### src/rtl/activity_pkg.sv
// Shared types and constants for the activity trigger sequencer.
package activity_pkg;

  localparam int DEF_CHANNELS = 16;
  localparam int DEF_SEL_W    = 7;
  localparam int DEF_CNT_W    = 16;

  localparam logic [1:0] MODE_CONT    = 2'd0;
  localparam logic [1:0] MODE_BURST   = 2'd1;
  localparam logic [1:0] MODE_DUTY    = 2'd2;
  localparam logic [1:0] MODE_STAGGER = 2'd3;

  typedef enum logic [1:0] {
    ST_IDLE = 2'd0,
    ST_ON   = 2'd1,
    ST_OFF  = 2'd2,
    ST_DONE = 2'd3
  } state_t;

endpackage

### src/rtl/therm_mask.sv
// Count-to-thermometer encoder; counts above g_CHANNELS saturate to all ones.
module therm_mask
  import activity_pkg::*;
#(
  parameter int g_CHANNELS = DEF_CHANNELS,
  parameter int g_SEL_W    = DEF_SEL_W
) (
  input  logic [g_SEL_W-1:0]    count,
  output logic [g_CHANNELS-1:0] mask
);

  always_comb begin
    mask = '0;
    for (int i = 0; i < g_CHANNELS; i++) begin
      mask[i] = (int'(count) > i);
    end
  end

endmodule

### src/rtl/activity_sequencer.sv
// Sequences g_CHANNELS activity trigger lines in CONT, BURST, DUTY or STAGGER mode.
//   state   | meaning
//   IDLE    | waiting for a start rising edge with valid config
//   ON      | trig toggles every edge on enabled channels
//   OFF     | DUTY off phase, trig held low
//   DONE    | one-cycle done pulse, then back to IDLE
module activity_sequencer
  import activity_pkg::*;
#(
  parameter int g_CHANNELS = DEF_CHANNELS,
  parameter int g_SEL_W    = DEF_SEL_W,
  parameter int g_CNT_W    = DEF_CNT_W
) (
  input  logic                  clkActivity,
  input  logic                  rstN,
  input  logic                  start,
  input  logic                  stop,
  input  logic [1:0]            mode,
  input  logic [g_SEL_W-1:0]    numCh,
  input  logic [g_CNT_W-1:0]    burstLen,
  input  logic [g_CNT_W-1:0]    dutyOn,
  input  logic [g_CNT_W-1:0]    dutyOff,
  output logic [g_CHANNELS-1:0] trig,
  output logic [g_CHANNELS-1:0] en,
  output logic                  busy,
  output logic                  done
);

  localparam logic [g_CNT_W-1:0]    CNT_ONE = g_CNT_W'(1);
  localparam logic [g_CHANNELS-1:0] CH_ONE  = g_CHANNELS'(1);

  state_t                state, state_nxt;
  logic                  start_d;
  logic [1:0]            mode_q, mode_nxt;
  logic [g_SEL_W-1:0]    numch_q, numch_nxt;
  logic [g_CNT_W-1:0]    burst_q, burst_nxt;
  logic [g_CNT_W-1:0]    on_q, on_nxt;
  logic [g_CNT_W-1:0]    off_q, off_nxt;
  logic [g_CNT_W-1:0]    cnt_q, cnt_nxt;
  logic [g_CHANNELS-1:0] trig_q, trig_nxt;
  logic [g_CHANNELS-1:0] en_q, en_nxt;
  logic [g_CHANNELS-1:0] mask_live, mask_limit, toggled;
  logic                  start_evt, cfg_ok;

  therm_mask #(.g_CHANNELS(g_CHANNELS), .g_SEL_W(g_SEL_W)) u_mask_live (
    .count (numCh),
    .mask  (mask_live)
  );

  therm_mask #(.g_CHANNELS(g_CHANNELS), .g_SEL_W(g_SEL_W)) u_mask_limit (
    .count (numch_q),
    .mask  (mask_limit)
  );

  assign start_evt = start & ~start_d;
  assign toggled   = ~trig_q & en_q;

  always_comb begin
    cfg_ok = (numCh != '0);
    case (mode)
      MODE_BURST, MODE_STAGGER: if (burstLen == '0) cfg_ok = 1'b0;
      MODE_DUTY:                if (dutyOn == '0) cfg_ok = 1'b0;
      default: ;
    endcase
  end

  always_comb begin
    state_nxt = state;
    mode_nxt  = mode_q;
    numch_nxt = numch_q;
    burst_nxt = burst_q;
    on_nxt    = on_q;
    off_nxt   = off_q;
    cnt_nxt   = cnt_q;
    trig_nxt  = trig_q;
    en_nxt    = en_q;
    case (state)
      ST_IDLE: begin
        if (start_evt && !stop) begin
          mode_nxt  = mode;
          numch_nxt = numCh;
          burst_nxt = burstLen;
          on_nxt    = dutyOn;
          off_nxt   = dutyOff;
          if (cfg_ok) begin
            state_nxt = ST_ON;
            trig_nxt  = '0;
            en_nxt    = (mode == MODE_STAGGER) ? CH_ONE : mask_live;
            case (mode)
              MODE_BURST:   cnt_nxt = burstLen;
              MODE_DUTY:    cnt_nxt = dutyOn;
              MODE_STAGGER: cnt_nxt = burstLen - CNT_ONE;
              default:      cnt_nxt = '0;
            endcase
          end
        end
      end
      ST_ON: begin
        if (stop) begin
          state_nxt = ST_DONE;
          trig_nxt  = '0;
          en_nxt    = '0;
        end else begin
          case (mode_q)
            MODE_BURST: begin
              if (cnt_q == '0) begin
                state_nxt = ST_DONE;
                trig_nxt  = '0;
                en_nxt    = '0;
              end else begin
                trig_nxt = toggled;
                cnt_nxt  = cnt_q - CNT_ONE;
              end
            end
            MODE_DUTY: begin
              if (cnt_q != '0) begin
                trig_nxt = toggled;
                cnt_nxt  = cnt_q - CNT_ONE;
              end else if (off_q == '0) begin
                trig_nxt = toggled;
                cnt_nxt  = on_q - CNT_ONE;
              end else begin
                // The edge entering OFF is the first of the off-phase edges.
                state_nxt = ST_OFF;
                trig_nxt  = '0;
                cnt_nxt   = off_q - CNT_ONE;
              end
            end
            MODE_STAGGER: begin
              trig_nxt = toggled;
              if (cnt_q == '0) begin
                en_nxt  = ((en_q << 1) | CH_ONE) & mask_limit;
                cnt_nxt = burst_q - CNT_ONE;
              end else begin
                cnt_nxt = cnt_q - CNT_ONE;
              end
            end
            default: trig_nxt = toggled;
          endcase
        end
      end
      ST_OFF: begin
        if (stop) begin
          state_nxt = ST_DONE;
          trig_nxt  = '0;
          en_nxt    = '0;
        end else if (cnt_q == '0) begin
          // Returning edge already counts as the first on-phase toggle.
          state_nxt = ST_ON;
          trig_nxt  = en_q;
          cnt_nxt   = on_q - CNT_ONE;
        end else begin
          cnt_nxt = cnt_q - CNT_ONE;
        end
      end
      default: begin
        state_nxt = ST_IDLE;
        trig_nxt  = '0;
        en_nxt    = '0;
      end
    endcase
  end

  always_ff @(posedge clkActivity) begin
    if (!rstN) begin
      state   <= ST_IDLE;
      start_d <= 1'b0;
      mode_q  <= '0;
      numch_q <= '0;
      burst_q <= '0;
      on_q    <= '0;
      off_q   <= '0;
      cnt_q   <= '0;
      trig_q  <= '0;
      en_q    <= '0;
    end else begin
      state   <= state_nxt;
      start_d <= start;
      mode_q  <= mode_nxt;
      numch_q <= numch_nxt;
      burst_q <= burst_nxt;
      on_q    <= on_nxt;
      off_q   <= off_nxt;
      cnt_q   <= cnt_nxt;
      trig_q  <= trig_nxt;
      en_q    <= en_nxt;
    end
  end

  assign trig = trig_q;
  assign en   = en_q;
  assign busy = (state == ST_ON) || (state == ST_OFF);
  assign done = (state == ST_DONE);

endmodule
### config.mk
export PLATFORM = sky130hd
export DESIGN_NAME = activity_sequencer
export DESIGN_NICKNAME = d
export VERILOG_FILES = /design/src/rtl/activity_pkg.sv /design/src/rtl/therm_mask.sv /design/src/rtl/activity_sequencer.sv
export SDC_FILE = /design/constraint.sdc
export NUM_CORES = 1
export LEC_CHECK = 0
export BUFFER_PORTS_ARGS = -buffer_cell sky130_fd_sc_hd__buf_2
export CAP_MARGIN = 20
export CORE_MARGIN = 2
export CORE_UTILIZATION = 59
export CTS_CLUSTER_DIAMETER = 50
export DETAILED_ROUTE_END_ITERATION = 7
export PLACE_DENSITY = 0.82
export SLEW_MARGIN = 0
export SYNTH_ARGS = -nofsm -noshare
export SYNTH_HDL_FRONTEND = slang
export SYNTH_SLANG_ARGS = --single-unit
### constraint.sdc
create_clock -name clkActivity -period 3.2 [get_ports clkActivity]
set_input_delay 0.32 -clock clkActivity [delete_from_list [all_inputs] [get_ports clkActivity]]
set_output_delay 0.32 -clock clkActivity [all_outputs]
set_load 0.05 [all_outputs]
Word level (Yosys, flattened, before mapping)
Index checks and enable logic that the tools add are counted.
{ "word_totals": {"reg_bits": 108, "inputBits": 61} }
{ "classes": {"addsub": 5, "magnitude_cmp": 32, "eq_ne": 23, "muxes": 44, "bitwise": 5, "n_reduce_logical": 17} }
{ "op_table": {"columns": ["op", "count"], "rows": [
  ["two-way mux 16 bit", 24],
  ["one-hot mux 16 bit (3 select lines)", 5],
  ["greater-than comparator 7 x 4 -> 1 bit, second input constant", 16],
  ["subtractor 16 x 1 -> 16 bit, second input constant", 5],
  ["zero test 16 bit", 4],
  ["one-hot mux 16 bit (2 select lines)", 2],
  ["greater-than comparator 7 x 3 -> 1 bit, second input constant", 8],
  ["bitwise AND 16 bit", 2],
  ["greater-than comparator 7 x 1 -> 1 bit, second input constant", 4],
  ["greater-than comparator 7 x 2 -> 1 bit, second input constant", 4],
  ["two-way mux 2 bit", 8],
  ["!= test 4 bit, second input constant", 4],
  ["NOT 16 bit", 1],
  ["nonzero test 16 bit", 1],
  ["AND reduction 7 bit", 2],
  ["== test 2 bit, second input constant", 6],
  ["!= test 2 bit, second input constant", 5],
  ["!= test 4 x 2 -> 1 bit, second input constant", 2],
  ["nonzero test 7 bit", 1],
  ["== test 2 x 1 -> 1 bit, second input constant", 3],
  ["!= test 3 bit, second input constant", 2],
  ["one-hot mux 2 bit (3 select lines)", 1],
  ["AND reduction 6 bit", 1],
  ["!= test 4 x 1 -> 1 bit, second input constant", 1],
  ["other kinds (13)", 14]
]} }

Logic depth before layout (Yosys ltp)
{ "depth": {"depth_word": 7, "depth_mapped": 12, "ltp_nobuf": 9} }

Cells and area by module
A second synthesis with hierarchy kept.
{ "unflattened": {"hier_cells": 894, "area_unflattened_um2": 6735.2} }
{ "modules_own_cells": {"columns": ["mod", "n_inst", "cells_per_inst", "area_each_um2", "seq_area_each_um2"], "rows": [
  ["activity_sequencer", 1, 840, 6444.9, 2162.1],
  ["therm_mask (u_mask_limit)", 1, 28, 145.1, 0.0],
  ["therm_mask (u_mask_live)", 1, 26, 145.1, 0.0]
]} }

Worst setup path before layout
No wires, ideal clock.
{ "synth_timing": {"kind": "reg-to-reg", "startpoint": "register cnt_q[0]", "endpoint": "register trig_q[10], in the netlist trig[10]", "setup_ns": 0.117, "t_arrival_ns": 2.670, "t_required_ns": 3.083, "setup_slack_ns": 0.413, "path_stages_with_launch": 13, "n_path_buf": 3, "period_less_slack_ns": 2.787, "cell_sequence": "dfxtp_1 inv_1 ha_1 or4b_1 or3_1 buf_2 nor4_2 buf_4 a21oi_1 o21ai_2 buf_6 o31ai_2 a22o_1"} }
{ "synth_between": {"elab_chain_cells": 5} }
{ "synth_rtl": {"columns": ["element", "line_no", "text"], "rows": [
  ["start: declaration", "activity_sequencer.sv:39", "logic [g_CNT_W-1:0] cnt_q, cnt_nxt;"],
  ["start signal: assignment", "activity_sequencer.sv:184", "cnt_q <= cnt_nxt;"],
  ["nonzero test 16 bit or zero test 16 bit (tied branches)", "activity_sequencer.sv:116, activity_sequencer.sv:106, activity_sequencer.sv:147", null],
  ["two-way mux 16 bit (on tied branches)", "activity_sequencer.sv:116, activity_sequencer.sv:106", null],
  ["one-hot mux 16 bit (2 select lines)", "activity_sequencer.sv:104", "case (mode_q)"],
  ["two-way mux 16 bit", "activity_sequencer.sv:99", "if (stop) begin"],
  ["one-hot mux 16 bit (3 select lines)", "activity_sequencer.sv:77", "case (state)"],
  ["end signal: assignment", "activity_sequencer.sv:185", "trig_q <= trig_nxt;"],
  ["end: declaration", "activity_sequencer.sv:40", "logic [g_CHANNELS-1:0] trig_q, trig_nxt;"]
]} }
Parallel ways exist; a longest one is shown, timed or not.
A chain may end at the register's enable or synchronous reset.

Final worst setup path
{ "layout_timing": {"startpoint": "register cnt_q[0]", "endpoint": "register cnt_q[9]"} }
{ "layout_between": {"elab_chain_cells": 5} }
{ "layout_rtl": {"columns": ["element", "line_no"], "rows": [
  ["subtractor 16 x 1 -> 16 bit (tied with other cells)", null],
  ["two-way mux 16 bit (on tied branches)", "activity_sequencer.sv:131, activity_sequencer.sv:106, activity_sequencer.sv:116"],
  ["one-hot mux 16 bit (3 select lines)", "activity_sequencer.sv:104"],
  ["two-way mux 16 bit", "activity_sequencer.sv:99"],
  ["one-hot mux 16 bit (3 select lines)", "activity_sequencer.sv:77"]
]} }
Parallel ways exist; a longest one is shown, timed or not. The select of a mux whose other input is x is not followed.

==> metrics <==
largest area contributor in the netlist=dfxtp_1; CTS H-Tree Depth=3; Post-Syn Instances=937; iteration count of the initial detailed-routing pass=7; initial antenna violation count=0; I/O Pins=95; total negative slack=0 ps; TritonCTS Buffers=9; hold crit path type=in2reg; RR Startpoint=cnt_q[0]; mapped cell area=7030 um2; Worst setup SP type=flip-flop; Netlist cell types=70; Die ar.=12,800 um2; Critical Path Max Stage Delay=570 ps; pre-CTS WS=139 ps; CP Buf/Inv Count=1; post-synth top area share=30.7%; Die X-Extent=113 um; Post-DRT Antenna Nets=0; Worst Setup SP=cnt_q[0]; critical path type=reg2reg; period utilization=94.7%; max cap viols=0; most numerous cell on the critical path=and3_1; failing checks=DRC; Initial Utilization=61.1%; CTS tree=done; CTS root buffer=clkbuf_16; GP Congestion=0.980; final setup violation count=0; Seq/Total Area, Yosys=30.7%; Port Buffers=94; Chip Height=113 um; worst-margin pin slew=894 ps; crit-path leading delay family=simple AND/OR/NAND/NOR gates; GRT Total Usage=35.6%; core footprint=11,500 um2; Rel. slew slack=40.0%; Power Dens Cells=877 nW/um2; Avg Inst Size Synth=7.50 um2; clk slew on worst S/H paths=70 ps; Hold Crit Start=start; f_max=330 MHz; DP Wirelength=17.1 mm; synth warn=0; Reg area=2160 um2; Required @ worst endpoint=3450 ps; max-slew violations=0; first-pass GRT wire length=36.1 mm; Reg2Reg Setup Slack=170 ps; Tot Pwr=0.00698 W; WHS=181 ps; clock sinks=108; flops & latches, synth=108; number of global-route vias before repair=6,629; Site Rows=39; Post-synth EDFFs=0; crit path max fanout=16; layout cells sized above 1=16.3%; placed inst area=7630 um2; Vias/cell=6.48; P&R area growth vs syn=13.2%; fraction of registers with async set/reset=0%; routed len/inst=19.8 um; synth top area cells=dfxtp_1, nand2_1, a21oi_1; clock latency on the worst-skew pair=360 ps; min Tclk post-route=3030 ps; ys flop type=dfxtp_1; Max VDD drop=482 uV; Net count, final=1,081; unrepaired setup endpoints after global routing=no; CP arrival=3280 ps; pin count of the biggest net entering global routing=45; final hold vios=0; Initial DRC Count=978; CP max stage cell=or4b_1; Post-Syn Nets=1,012; # diodes=0; status=finished, violations left; Post-route DRC=2; DRT Wirelength=22.8 mm; CP endpoint kind=flip-flop; gr ovfl total=0; Pleak=3.23 nW; Multi-input gate area=4510 um2; fill count=1,041; setup ws final=171 ps; total number of vias=7,460; post-layout instance area=7960 um2; synth cell count leaders=nand2_1, dfxtp_1, a21oi_1, nor2_1, clkbuf_1; most instantiated library cell after synthesis=nand2_1; worst-path cell chain=inv_1, ha_1, or4b_1, or3_1, nor4_4, nand3_1, and3_1, and3_1, a32o_1; post-CTS setup buffers=0; clock skew=5.61 ps; Clock Tree Buf Depth=2
## layer usage
metal	wire length, um	GRT usage (%)	share of wire (%)	vias to the layer above
met5	0	0	0	-
met1	10300	53.7	45	3481
li1	-	-	-	3574
met2	9650	51.5	42	373
met3	2400	8.09	11	32
met4	443	7.89	1.9	0
## cell type report
class	count	area share, %
inverters	25	1.18
clock inverters	4	1.24
clock buffers	10	2.88
repair buffers	123	8.64
multi-input cells	739	56.7
well taps	143	2.25
flip-flops and latches	108	27.2
## worst reg2reg max path, stage by stage (launching register included)
cell and delay [ps]:
dfxtp_1 360, inv_1 70, ha_1 200, or4b_1 570, or3_1 470, nor4_4 260, nand3_1 140, and3_1 400
and3_1 260, a32o_1 200
## report_power, final
| group | internal, W | switching (W) |
|---|---|---|
| clock | 0.000760 | 0.000501 |
| sequential | 0.00159 | 0.000343 |
| combinational | 0.00133 | 0.00245 |
| total | 0.00369 | 0.00329 |
## path summary, 6_finish.rpt
check	depth (start not counted)	end
worst min register to register	2	numch_q[6]
worst min-delay path	2	start_d
worst max-delay path	9	cnt_q[9]
worst max register to register	9	cnt_q[9]
## what timing repair did
item                       4_1_cts  5_1_grt
setup endpoints to repair        0        2
hold buffers                     0        0
resized for setup                0        1
## flip-flops by register name (all words and copies together), names as in the netlist, 7 cells and up
name     flops
burst_q     16
on_q        16
cnt_q       16
en          16
numch_q      7
off_q       16
trig        16
## cell families (layout without fill, tap and decap cells)
family | Yosys count | in the layout | share of synthesized area, %
and+or+nand+nor | 369 | 369 | 25.2
AOI/OAI and AO/OA | 294 | 294 | 28.2
adders and majority gates | 14 | 14 | 2.49
xor gates and xnor gates | 52 | 52 | 6.48
buffers and inverters | 90 | 162 | 5.36
muxes | 10 | 10 | 1.46
DFF | 108 | 108 | 30.7
## placed cells by master (no fill, tap or decap), types with 4 or more instances in the layout
cell type,synthesis,layout
o31ai_1,16,16
or4_1,18,18
a211oi_1,18,18
nor2_1,62,62
and3_1,6,6
inv_1,24,23
nand2b_1,8,8
a21boi_0,15,15
nand4_1,8,8
o211ai_1,12,12
or3_1,7,7
xnor2_1,26,26
buf_2,4,94
a2bb2oi_1,5,5
a31oi_1,20,20
o21ai_1,4,4
nor4_1,24,24
o22ai_1,9,9
a21oi_1,94,94
ha_1,14,14
o21ai_0,32,32
a22o_1,17,17
nand2_1,165,164
a211o_1,7,7
xor2_1,26,26
o31ai_2,10,10
mux2i_1,8,8
buf_4,1,29
clkbuf_16,0,9
nand3_1,22,22
nor3_1,22,22
dfxtp_1,108,108
## through the flow
stage / utilization, % / std cells
2_1_floorplan: - / 937
3_3_place_gp: 66.2 / 1138
3_5_place_dp: 66.2 / 1138
4_1_cts: 69.1 / 1152
5_1_grt: 69.1 / 1152
6_report: 69.1 / 1152
No activity file was read; power rests on OpenSTA's default activity.
